### src/rtl/mac_fix_pipe.sv
// mac_fix_pipe: pipelined signed fixed-point multiply-accumulate with valid/ready streaming
// Ports: clk, rst (sync, active-high); in_valid/in_ready/in_a/in_b/in_last element stream;
//        out_valid/out_ready/out_data/out_sat rescaled dot-product result.
// Optional saturation of the rescaled sum is enabled by defining MAC_FIX_SAT_EN;
// without it the low W bits wrap and out_sat stays 0.
module mac_fix_pipe #(
  parameter int W       = 8,
  parameter int FRAC    = 7,
  parameter int MAX_LEN = 1024
) (
  input  logic                clk,
  input  logic                rst,
  input  logic                in_valid,
  output logic                in_ready,
  input  logic signed [W-1:0] in_a,
  input  logic signed [W-1:0] in_b,
  input  logic                in_last,
  output logic                out_valid,
  input  logic                out_ready,
  output logic signed [W-1:0] out_data,
  output logic                out_sat
);
  localparam int ACC_W = 2*W + $clog2(MAX_LEN);
  localparam int CW    = (MAX_LEN > 1) ? $clog2(MAX_LEN) : 1;
  logic                    stall, v1, l1, last, load, res_sat;
  logic signed [2*W-1:0]   p1;
  logic signed [ACC_W-1:0] acc, sum;
  logic [CW-1:0]           cnt;
  logic signed [W-1:0]     res;
  assign stall    = out_valid & ~out_ready;
  assign in_ready = ~stall & ~rst;
  // the MAX_LEN-th element closes the vector even without in_last
  assign last     = l1 | (cnt == CW'(MAX_LEN-1));
  assign load     = v1 & ~stall & last;
  assign sum      = acc + {{(ACC_W-2*W){p1[2*W-1]}}, p1};
`ifdef MAC_FIX_SAT_EN
  localparam logic signed [ACC_W-1:0] MAXV = {{(ACC_W-W+1){1'b0}}, {(W-1){1'b1}}};
  localparam logic signed [ACC_W-1:0] MINV = {{(ACC_W-W+1){1'b1}}, {(W-1){1'b0}}};
  logic signed [ACC_W-1:0] shifted;
  assign shifted = sum >>> FRAC;
  assign res_sat = (shifted > MAXV) | (shifted < MINV);
  assign res     = shifted > MAXV ? MAXV[W-1:0] : shifted < MINV ? MINV[W-1:0] : shifted[W-1:0];
`else
  assign res_sat = 1'b0;
  assign res     = W'(sum >>> FRAC);
`endif
  always_ff @(posedge clk) begin
    if (rst) begin
      v1        <= 1'b0;
      l1        <= 1'b0;
      p1        <= '0;
      acc       <= '0;
      cnt       <= '0;
      out_valid <= 1'b0;
      out_data  <= '0;
      out_sat   <= 1'b0;
    end else begin
      if (!stall) begin
        v1 <= in_valid;
        if (in_valid) begin
          p1 <= in_a * in_b;
          l1 <= in_last;
        end
        if (v1) begin
          acc <= last ? '0 : sum;
          cnt <= last ? '0 : cnt + CW'(1);
        end
      end
      // a fresh result may load in the same cycle the previous one is taken
      if (load) begin
        out_valid <= 1'b1;
        out_data  <= res;
        out_sat   <= res_sat;
      end else if (out_ready) begin
        out_valid <= 1'b0;
      end
    end
  end
endmodule

### config.mk
export PLATFORM = sky130hd
export DESIGN_NAME = mac_fix_pipe
export DESIGN_NICKNAME = d
export VERILOG_FILES = /design/src/rtl/mac_fix_pipe.sv
export SDC_FILE = /design/constraint.sdc
export NUM_CORES = 1
export LEC_CHECK = 0
export ABC_AREA = 1
export CAP_MARGIN = 10
export CORE_MARGIN = 4
export CORE_UTILIZATION = 49
export DETAILED_ROUTE_END_ITERATION = 16
export PLACE_DENSITY = 0.68
export SETUP_SLACK_MARGIN = 0.05
export SLEW_MARGIN = 20
export SYNTH_ARGS = -nofsm -noshare
export SYNTH_HDL_FRONTEND = slang
export SYNTH_SLANG_ARGS = --single-unit
export TNS_END_PERCENT = 5
### constraint.sdc
create_clock -name clk -period 14.02 [get_ports clk]
set_clock_uncertainty 0.1 [all_clocks]
set_input_delay 2.804 -clock clk [delete_from_list [all_inputs] [get_ports clk]]
set_output_delay 2.804 -clock clk [all_outputs]
set_load 0.03 [all_outputs]
==> results.toml, run 1 <==
[synthesis]
syn-num-nets = 914
synth-simple-area-share = 0.288
synth-compound-area-share = 0.0673
yosys.cell_types.count = 35
netlist_area_um2 = 5490
postSynthAreaPerCell_um2 = 6.88
synth_edf_count = 0
synth_seq_area_share = 0.186
synth_adder_area_share = 0.289
synthArstFlopShare = 0
synthCells = 798
synth_top_family_by_area = "adder cells"
synth.area.mux_share = 0
synthFlopType = "dfxtp_1"
synth-seq-cells = 51
yosys_warnings = 0
synthXorXnorAreaFrac = 0.0208

[cts]
ctsResizeCount = 0
clkLatencyLatePin_ps = 310
cts-buffers-inserted = 5
cts_tree = "done"
clockBufferDepth = 2
clock_sinks = 51
clockRootBuffer = "clkbuf_8"
post_cts_buffers = 0
clk_pin_slew_ps = 90
cts_hold_buffers = 0
htreeDepth = 2

[power_and_ir_drop]
peakVddDrop_v = 0.0000857
power.total_mw = 0.757
p_leak_nw = 3.35
p_per_area_nw_per_um2 = 127

[drt]
avgRoutedWirePerCell_um = 11.8
drtIter0Drc = 275
drt-total-wl_um = 11200
post-route-drc-count = 0
vias = 4728
firstDrtPassIters = 7
via_per_inst = 4.97
drtAntennaViolNets = 0

[layout]
drive_above_1_share = 0.0419
n_fill_cell = 1058
diodes = 0
nNetsFinal = 927
area_growth_pct = 8.87

[die]
start_util = 0.504
dieWidth_um = 114
die_area_um2 = 13000
core-area_um2 = 10900
pin_count = 32
die_h_um = 114
num_rows = 38

[critical_path]
end_kind = "register"
crit_fanout = 8
criticalPathCategory = "in2reg"
path_cells = "clkdlybuf4s50_1, nand2_1, inv_1, fa_1, inv_1, fa_1, inv_1, fa_1, inv_1, fa_1, inv_1, ha_1, inv_1, nor3_1, o21ai_0, nand4_1, nand3_1, nand2_1, inv_1"
reg2reg_depth = 7
worstSetupStartpointType = "input pin"
cpPeakStageDelay_ps = 650
crit_top_cell = "inv_1"
arrival_ps = 7420
critPathRequiredTime_ps = 14130
cpMaxStageDelayCell = "fa_1"

[sta]
tns_ps = 0
tightestPinTransition_ps = 645
fin_crit_sh = 0.521
final_max_slew_viol_count = 0
fmax_ghz = 0.137
final_hold_viol_count = 0
rsz0062_at_grt = "false"
fin_crit_ps = 7310
layout_setup_ws_ps = 6710
relSlewSlack = 0.570
finalSetupViolCount = 0

[place]
dp_hpwl_um = 9350
place.gp.congestion = 0.915
pre_cts_ws_ps = 6380
io_buffers = 30

[global_routing]
grt_usage = 0.188
grt_pass1_wl_um = 20500
antenna_found_initial = 0
grt_max_degree = 26
overflow = 0
first_global_vias = 4596

[worst_hold_path]
hold_class = "reg2reg"
whs_path_depth = 2

[status]
outcome = "finished clean"

[run]
drv_cap = 0
==> final timing paths <==
| check | slack, ps | end | startpoint |
|---|---|---|---|
| max | 6710 | p1[13] | in_a[7] |
| min | 360 | out_data[3] | out_data[3] |
| max reg2reg | 11830 | acc[5] | out_valid |
| min reg2reg | 360 | out_data[3] | out_data[3] |
==> state kept, by name, indices dropped and copies added (netlist names) <==
signal and flops:
acc 15, cnt 10, l1 1, out_data 8, out_valid 1, p1 15
v1 1
==> report_power, final <==
| group | internal [mW] | switching [mW] | leakage (nW) |
|---|---|---|---|
| combinational | 0.181 | 0.292 | 2.87 |
| clock | 0.0578 | 0.0502 | 0.0612 |
| sequential | 0.163 | 0.0125 | 0.416 |
| total | 0.402 | 0.355 | 3.35 |
==> cell families (layout without fill, tap and decap cells) <==
kind of cell               count (synthesis)  in the layout
xor gates and xnor gates                  13             13
DFF                                       51             51
AOI/OAI and AO/OA                         69             69
and+or+nand+nor                          358            358
other                                      1              1
buffers and inverters                    211            225
adders and majority gates                 95             95
==> synth_stat cells, types with 2 or more instances <==
master / number / share of area
inv_1: 184 / 0.13
nor2_1: 56 / 0.038
xnor2_1: 5 / 0.0080
nor2_2: 2 / 0.0023
fa_1: 53 / 0.19
buf_4: 4 / 0.0055
nand2_1: 215 / 0.15
nor3_1: 6 / 0.0055
dfxtp_1: 51 / 0.19
xor2_1: 8 / 0.013
nand4_1: 7 / 0.0080
nand3_2: 6 / 0.011
nor2_8: 2 / 0.0073
buf_2: 4 / 0.0036
o211ai_1: 4 / 0.0055
or2_2: 6 / 0.0068
nand2_2: 3 / 0.0034
nand3_1: 45 / 0.041
o21ai_0: 18 / 0.016
a31oi_1: 2 / 0.0023
o21bai_1: 2 / 0.0027
nand3b_1: 4 / 0.0055
o21a_1: 2 / 0.0027
inv_2: 2 / 0.0014
ha_1: 42 / 0.096
clkbuf_1: 17 / 0.012
a21oi_1: 40 / 0.036
==> layer usage <==
layer	track usage	vias to the layer above	wire [um]
li1	-	2419	-
met1	0.269	2196	5470
met2	0.309	101	5190
met3	0.0239	12	443
met4	0.0333	0	130
met5	0	-	0
==> through the flow <==
step,area (um2),utilization,instances,hold slack (ps)
after CTS,5970,0.549,952,361
final,5970,0.549,952,356
after global placement,5860,0.538,944,338
after global routing,5970,0.549,952,383
after floorplan,5490,-,798,329
after detailed placement,5860,0.538,944,343
==> critical path: cells and delay by family <==
family / cells / cell delay [ps]
fa+ha+maj: 5 / 2600
simple gates: 5 / 730
compound gates: 1 / 190
buf+inv: 8 / 1080
==> area by class of cell <==
type                       count  area [um2]  area share
clock buffer                   6        82.6      0.0138
clock inverter                 2        35.0     0.00587
inverter                     186         698       0.117
multi-input combinational    536        3650       0.612
sequential                    51        1020       0.171
tap                          140         175      0.0293
timing repair buffer          31         308      0.0515
==> placed cells by master (no fill, tap or decap), types with 7 or more instances in the layout <==
| cell | synthesis | final |
|---|---|---|
| a21oi_1 | 40 | 40 |
| o21ai_0 | 18 | 18 |
| ha_1 | 42 | 42 |
| nand2_1 | 215 | 215 |
| nand3_1 | 45 | 45 |
| inv_1 | 184 | 184 |
| fa_1 | 53 | 53 |
| clkdlybuf4s50_1 | 0 | 30 |
| nand4_1 | 7 | 7 |
| nor2_1 | 56 | 56 |
| xor2_1 | 8 | 8 |
| dfxtp_1 | 51 | 51 |
No activity file was read; power rests on OpenSTA's default activity.
==> run 2: changes to the inputs <==
Clock period 14.02 ns to 7.53 ns, I/O delays scaled along.
==> results.toml, run 2 (same netlist as run 1, synthesis figures left out) <==
[status]
outcome = "finished clean"

[cts]
cts_hold_buffers = 0
post_cts_buffers = 0
clockRootBuffer = "clkbuf_8"
cts-buffers-inserted = 5
htreeDepth = 2
clock_sinks = 51
clkLatencyLatePin_ps = 310
cts_tree = "done"
ctsResizeCount = 0
clk_pin_slew_ps = 90
clockBufferDepth = 2

[die]
die_area_um2 = 13000
die_h_um = 114
start_util = 0.504
dieWidth_um = 114
num_rows = 38
pin_count = 32
core-area_um2 = 10900

[sta]
fmax_ghz = 0.167
relSlewSlack = 0.566
rsz0062_at_grt = "false"
fin_crit_sh = 0.797
tightestPinTransition_ps = 649
fin_crit_ps = 6000
tns_ps = 0
final_max_slew_viol_count = 0
layout_setup_ws_ps = 1530
finalSetupViolCount = 0
final_hold_viol_count = 0

[global_routing]
first_global_vias = 4729
antenna_found_initial = 0
grt_usage = 0.191
grt_max_degree = 26
overflow = 0
grt_pass1_wl_um = 20600

[power_and_ir_drop]
comb_power_share = 0.615
p_int_mw = 0.773
p_per_area_nw_per_um2 = 239
clkPwrFrac = 0.157
p_sw_frac = 0.460
peakVddDrop_v = 0.000171
p_switching_mw = 0.660
p_leak_nw = 3.35
p_seq_frac = 0.228
power.total_mw = 1.43

[worst_hold_path]
holdPathEnd = "out_data[1]"
hold_class = "reg2reg"
whs_path_depth = 2
min_from = "out_data[1]"

[drt]
post-route-drc-count = 0
avgRoutedWirePerCell_um = 12.1
drt-total-wl_um = 11500
vias = 4716
drtAntennaViolNets = 0
firstDrtPassIters = 6
via_per_inst = 4.95
drtIter0Drc = 322

[critical_path]
worstSetupStartpointType = "input pin"
crit_top_cell = "inv_1"
critPathTopFamily = "adder cells"
reg2reg_depth = 7
reg2reg_slack_ps = 5290
r2r_start = "out_valid"
path_cells = "clkdlybuf4s50_1, nand2_1, inv_1, fa_1, inv_1, fa_1, inv_1, fa_1, inv_1, fa_1, inv_1, ha_1, inv_1, o21ai_0, a21oi_1, nand2_1, nor2_1, nand3_1, nand3_1, nand2_1, inv_1"
critPathRequiredTime_ps = 7640
criticalPathCategory = "in2reg"
critPathBufInv = 8
crit_fanout = 8
cpMaxStageDelayCell = "fa_1"
cpPeakStageDelay_ps = 660
end_kind = "register"
arrival_ps = 6110
r2r_end = "acc[5]"

[layout]
layout_commonest_cell = "nand2_1"
diodes = 0
nNetsFinal = 927
area_growth_pct = 9.14
drive_above_1_share = 0.0406
final_cell_mix = "215 x nand2_1, 184 x inv_1, 56 x nor2_1, 53 x fa_1, 51 x dfxtp_1"
top_regs = "acc (15), p1 (15), cnt (10)"

[place]
io_buffers = 30
dp_hpwl_um = 9730
pre_cts_ws_ps = 1220
place.gp.congestion = 0.917

[run]
drv_cap = 0
[run 2: cell count changes in the layout (fill, tap and decap cells not counted), sizes merged]
cell	previous run	this run
bufinv	1	2
clkinv	1	0
[run 2: layout make-up]
type                    instances  area (um2)
well taps                     140         175
clock buffers                   6        72.6
inverters                     186         698
flip-flops and latches         51        1020
multi-input cells             536        3650
repair buffers                 31         308
fillers                      1056        4900
clock inverters                 2        60.1
[run 2: metal layers]
metal  GRT usage  share of wire
met5           0              0
met3      0.0228          0.040
met1       0.268           0.49
met4      0.0269         0.0081
met2       0.324           0.46
[run 2: worst max-delay path by stage]
stage          startpoint  slack (ps)  endpoint  depth (start not counted)
6_report          in_a[7]        1530    p1[14]                         21
3_3_place_gp      in_a[7]        1320    p1[14]                         21
4_1_cts           in_a[7]        1540    p1[14]                         21
2_1_floorplan     in_b[2]        2050    p1[14]                         21
3_5_place_dp      in_a[7]        1220    p1[14]                         21
5_1_grt           in_a[7]        1130    p1[13]                         19
[run 2: tightest hold or removal path, delay by kind of cell (launching register included)]
kind | cells | cell delay (ps)
flops | 1 | 320
simple gates | 2 | 100
[run 2: power groups by stage]
| stage | Clock [mW] | Combinational, mW | Sequential, mW |
|---|---|---|---|
| 6_report | 0.226 | 0.881 | 0.326 |
| 3_3_place_gp | 0 | 0.870 | 0.333 |
| 5_1_grt | 0.241 | 1.05 | 0.330 |
| 2_1_floorplan | 0 | 0.706 | 0.328 |
| 3_5_place_dp | 0 | 0.886 | 0.333 |
| 4_1_cts | 0.229 | 0.890 | 0.327 |
[run 2: metrics by stage]
step                area (um2)  std cells   util  hold slack (ps)
floorplan                 5490        798      -              329
global placement          5860        944  0.538              338
detailed placement        5860        944  0.538              339
CTS                       5990        952  0.550              361
global route              5990        952  0.550              389
finish                    5990        952  0.550              357
==> run 3: changes to the inputs <==
Settings changed: PLACE_DENSITY 0.68 to 0.7.
Clock period 7.53 ns to 5.4 ns, I/O delays scaled along.
==> results.toml, run 3 (same netlist as run 1, synthesis figures left out) <==
[status]
outcome = "finished clean"

[power_and_ir_drop]
p_per_area_nw_per_um2 = 343
peakVddDrop_v = 0.000282
p_leak_nw = 3.52

[sta]
relSlewSlack = 0.546
rsz0062_at_grt = "true"
fin_crit_ps = 5140
fin_crit_sh = 0.952
tightestPinTransition_ps = 680
fmax_ghz = 0.194
final_hold_viol_count = 0
final_max_slew_viol_count = 0
finalSetupViolCount = 0

[global_routing]
grt_pass1_wl_um = 21400
grt_usage = 0.196
antenna_found_initial = 0
first_global_vias = 4918
grt_max_degree = 26
overflow = 0

[drt]
vias = 4808
via_per_inst = 4.88
post-route-drc-count = 0
firstDrtPassIters = 5
avgRoutedWirePerCell_um = 11.8
drt-total-wl_um = 11600
drtIter0Drc = 333
drtAntennaViolNets = 0

[run]
drv_cap = 0

[layout]
layout_commonest_cell = "nand2_1"
final_cell_mix = "213 x nand2_1, 183 x inv_1, 53 x fa_1, 52 x nor2_1, 51 x dfxtp_1"
n_fill_cell = 1032
area_growth_pct = 14.1
final_cells = 985
fin_area_um2 = 6260
final_core_util = 0.575
top_regs = "acc (15), p1 (15), cnt (10)"
nNetsFinal = 960
diodes = 0
drive_above_1_share = 0.0923

[die]
num_rows = 38
core-area_um2 = 10900
dieWidth_um = 114
die_area_um2 = 13000
pin_count = 32
die_h_um = 114
start_util = 0.504

[critical_path]
cpMaxStageDelayCell = "fa_1"
path_cells = "clkdlybuf4s50_1, inv_2, buf_4, or2_2, fa_1, inv_1, fa_1, inv_1, fa_1, fa_1, inv_1, ha_4, nand2_2, nor2_4, nand2_1, nor2_2, nor2_1, nand3_1, nand3_1, nand2_1, inv_1"
reg2reg_slack_ps = 3160
critPathRequiredTime_ps = 5510
crit_fanout = 6
criticalPathCategory = "in2reg"
cpPeakStageDelay_ps = 540
end_kind = "register"
worstSetupStartpointType = "input pin"
arrival_ps = 5250
critPathBufInv = 7
critPathTopFamily = "adder cells"

[cts]
clk_pin_slew_ps = 90
cts_tree = "done"
clock_sinks = 51
htreeDepth = 2
clkLatencyLatePin_ps = 300
ctsResizeCount = 0
cts-buffers-inserted = 5
cts_hold_buffers = 0
clockRootBuffer = "clkbuf_8"
clockBufferDepth = 2
post_cts_buffers = 0

[place]
placed_cell_area_um2 = 6100
io_buffers = 30
dp_hpwl_um = 9740
place.gp.congestion = 0.873
dp.cells = 977

[worst_hold_path]
hold_class = "reg2reg"
run 3: cell types whose count changed in the layout (fill, tap and decap cells not counted), moves of 3 or more:
cell | previous run | this run
clkdlybuf4s50_1 | 30 | 27
dlymetal6s2s_1 | 0 | 3
nor2_1 | 56 | 52
nor2_2 | 2 | 5
buf_4 | 1 | 34
run 3: final timing paths:
path,cells after the start,startpoint,endpoint
worst max-delay path,21,in_b[7],p1[14]
worst min-delay path,2,out_data[2],out_data[2]
worst max register to register,7,out_valid,acc[4]
worst min register to register,2,out_data[2],out_data[2]
run 3: per-layer routing:
metal  vias to the layer above  track usage  share of wire
li1                       2485            -              -
met1                      2209        0.280           0.49
met2                       103        0.326           0.46
met3                        11       0.0228          0.048
met4                         0       0.0317          0.010
met5                         -            0              0
run 3: worst min-delay path: stages, from the launching register on:
cell and delay [ps]:
dfxtp_1 320, nand2_1 60, nand2_1 40
run 3: per-stage QoR:
step	power, mW	hold slack, ps	worst slack, ps	TNS, ps
2_1_floorplan	1.44	329	343	0
5_1_grt	2.43	385	-7.67	-7.67
4_1_cts	2.08	364	129	0
3_3_place_gp	1.83	337	-147	-445
3_5_place_dp	1.84	349	-193	-863
6_report	2.15	358	257	0
run 3: cell type report:
cell class	count	area, um2	share of cell area
clock buffer	6	82.6	0.0132
sequential	51	1020	0.163
tap	140	175	0.0280
clock inverter	2	16.3	0.00260
inverter	186	698	0.111
multi-input combinational	536	3710	0.592
timing repair buffer	64	563	0.0899
run 3: power by group:
group | internal (mW) | switching [mW] | leakage (nW) | total [mW]
clock | 0.105 | 0.129 | 0.0474 | 0.234
combinational | 0.634 | 0.823 | 3.06 | 1.46
sequential | 0.423 | 0.0324 | 0.416 | 0.456
total | 1.16 | 0.985 | 3.52 | 2.15
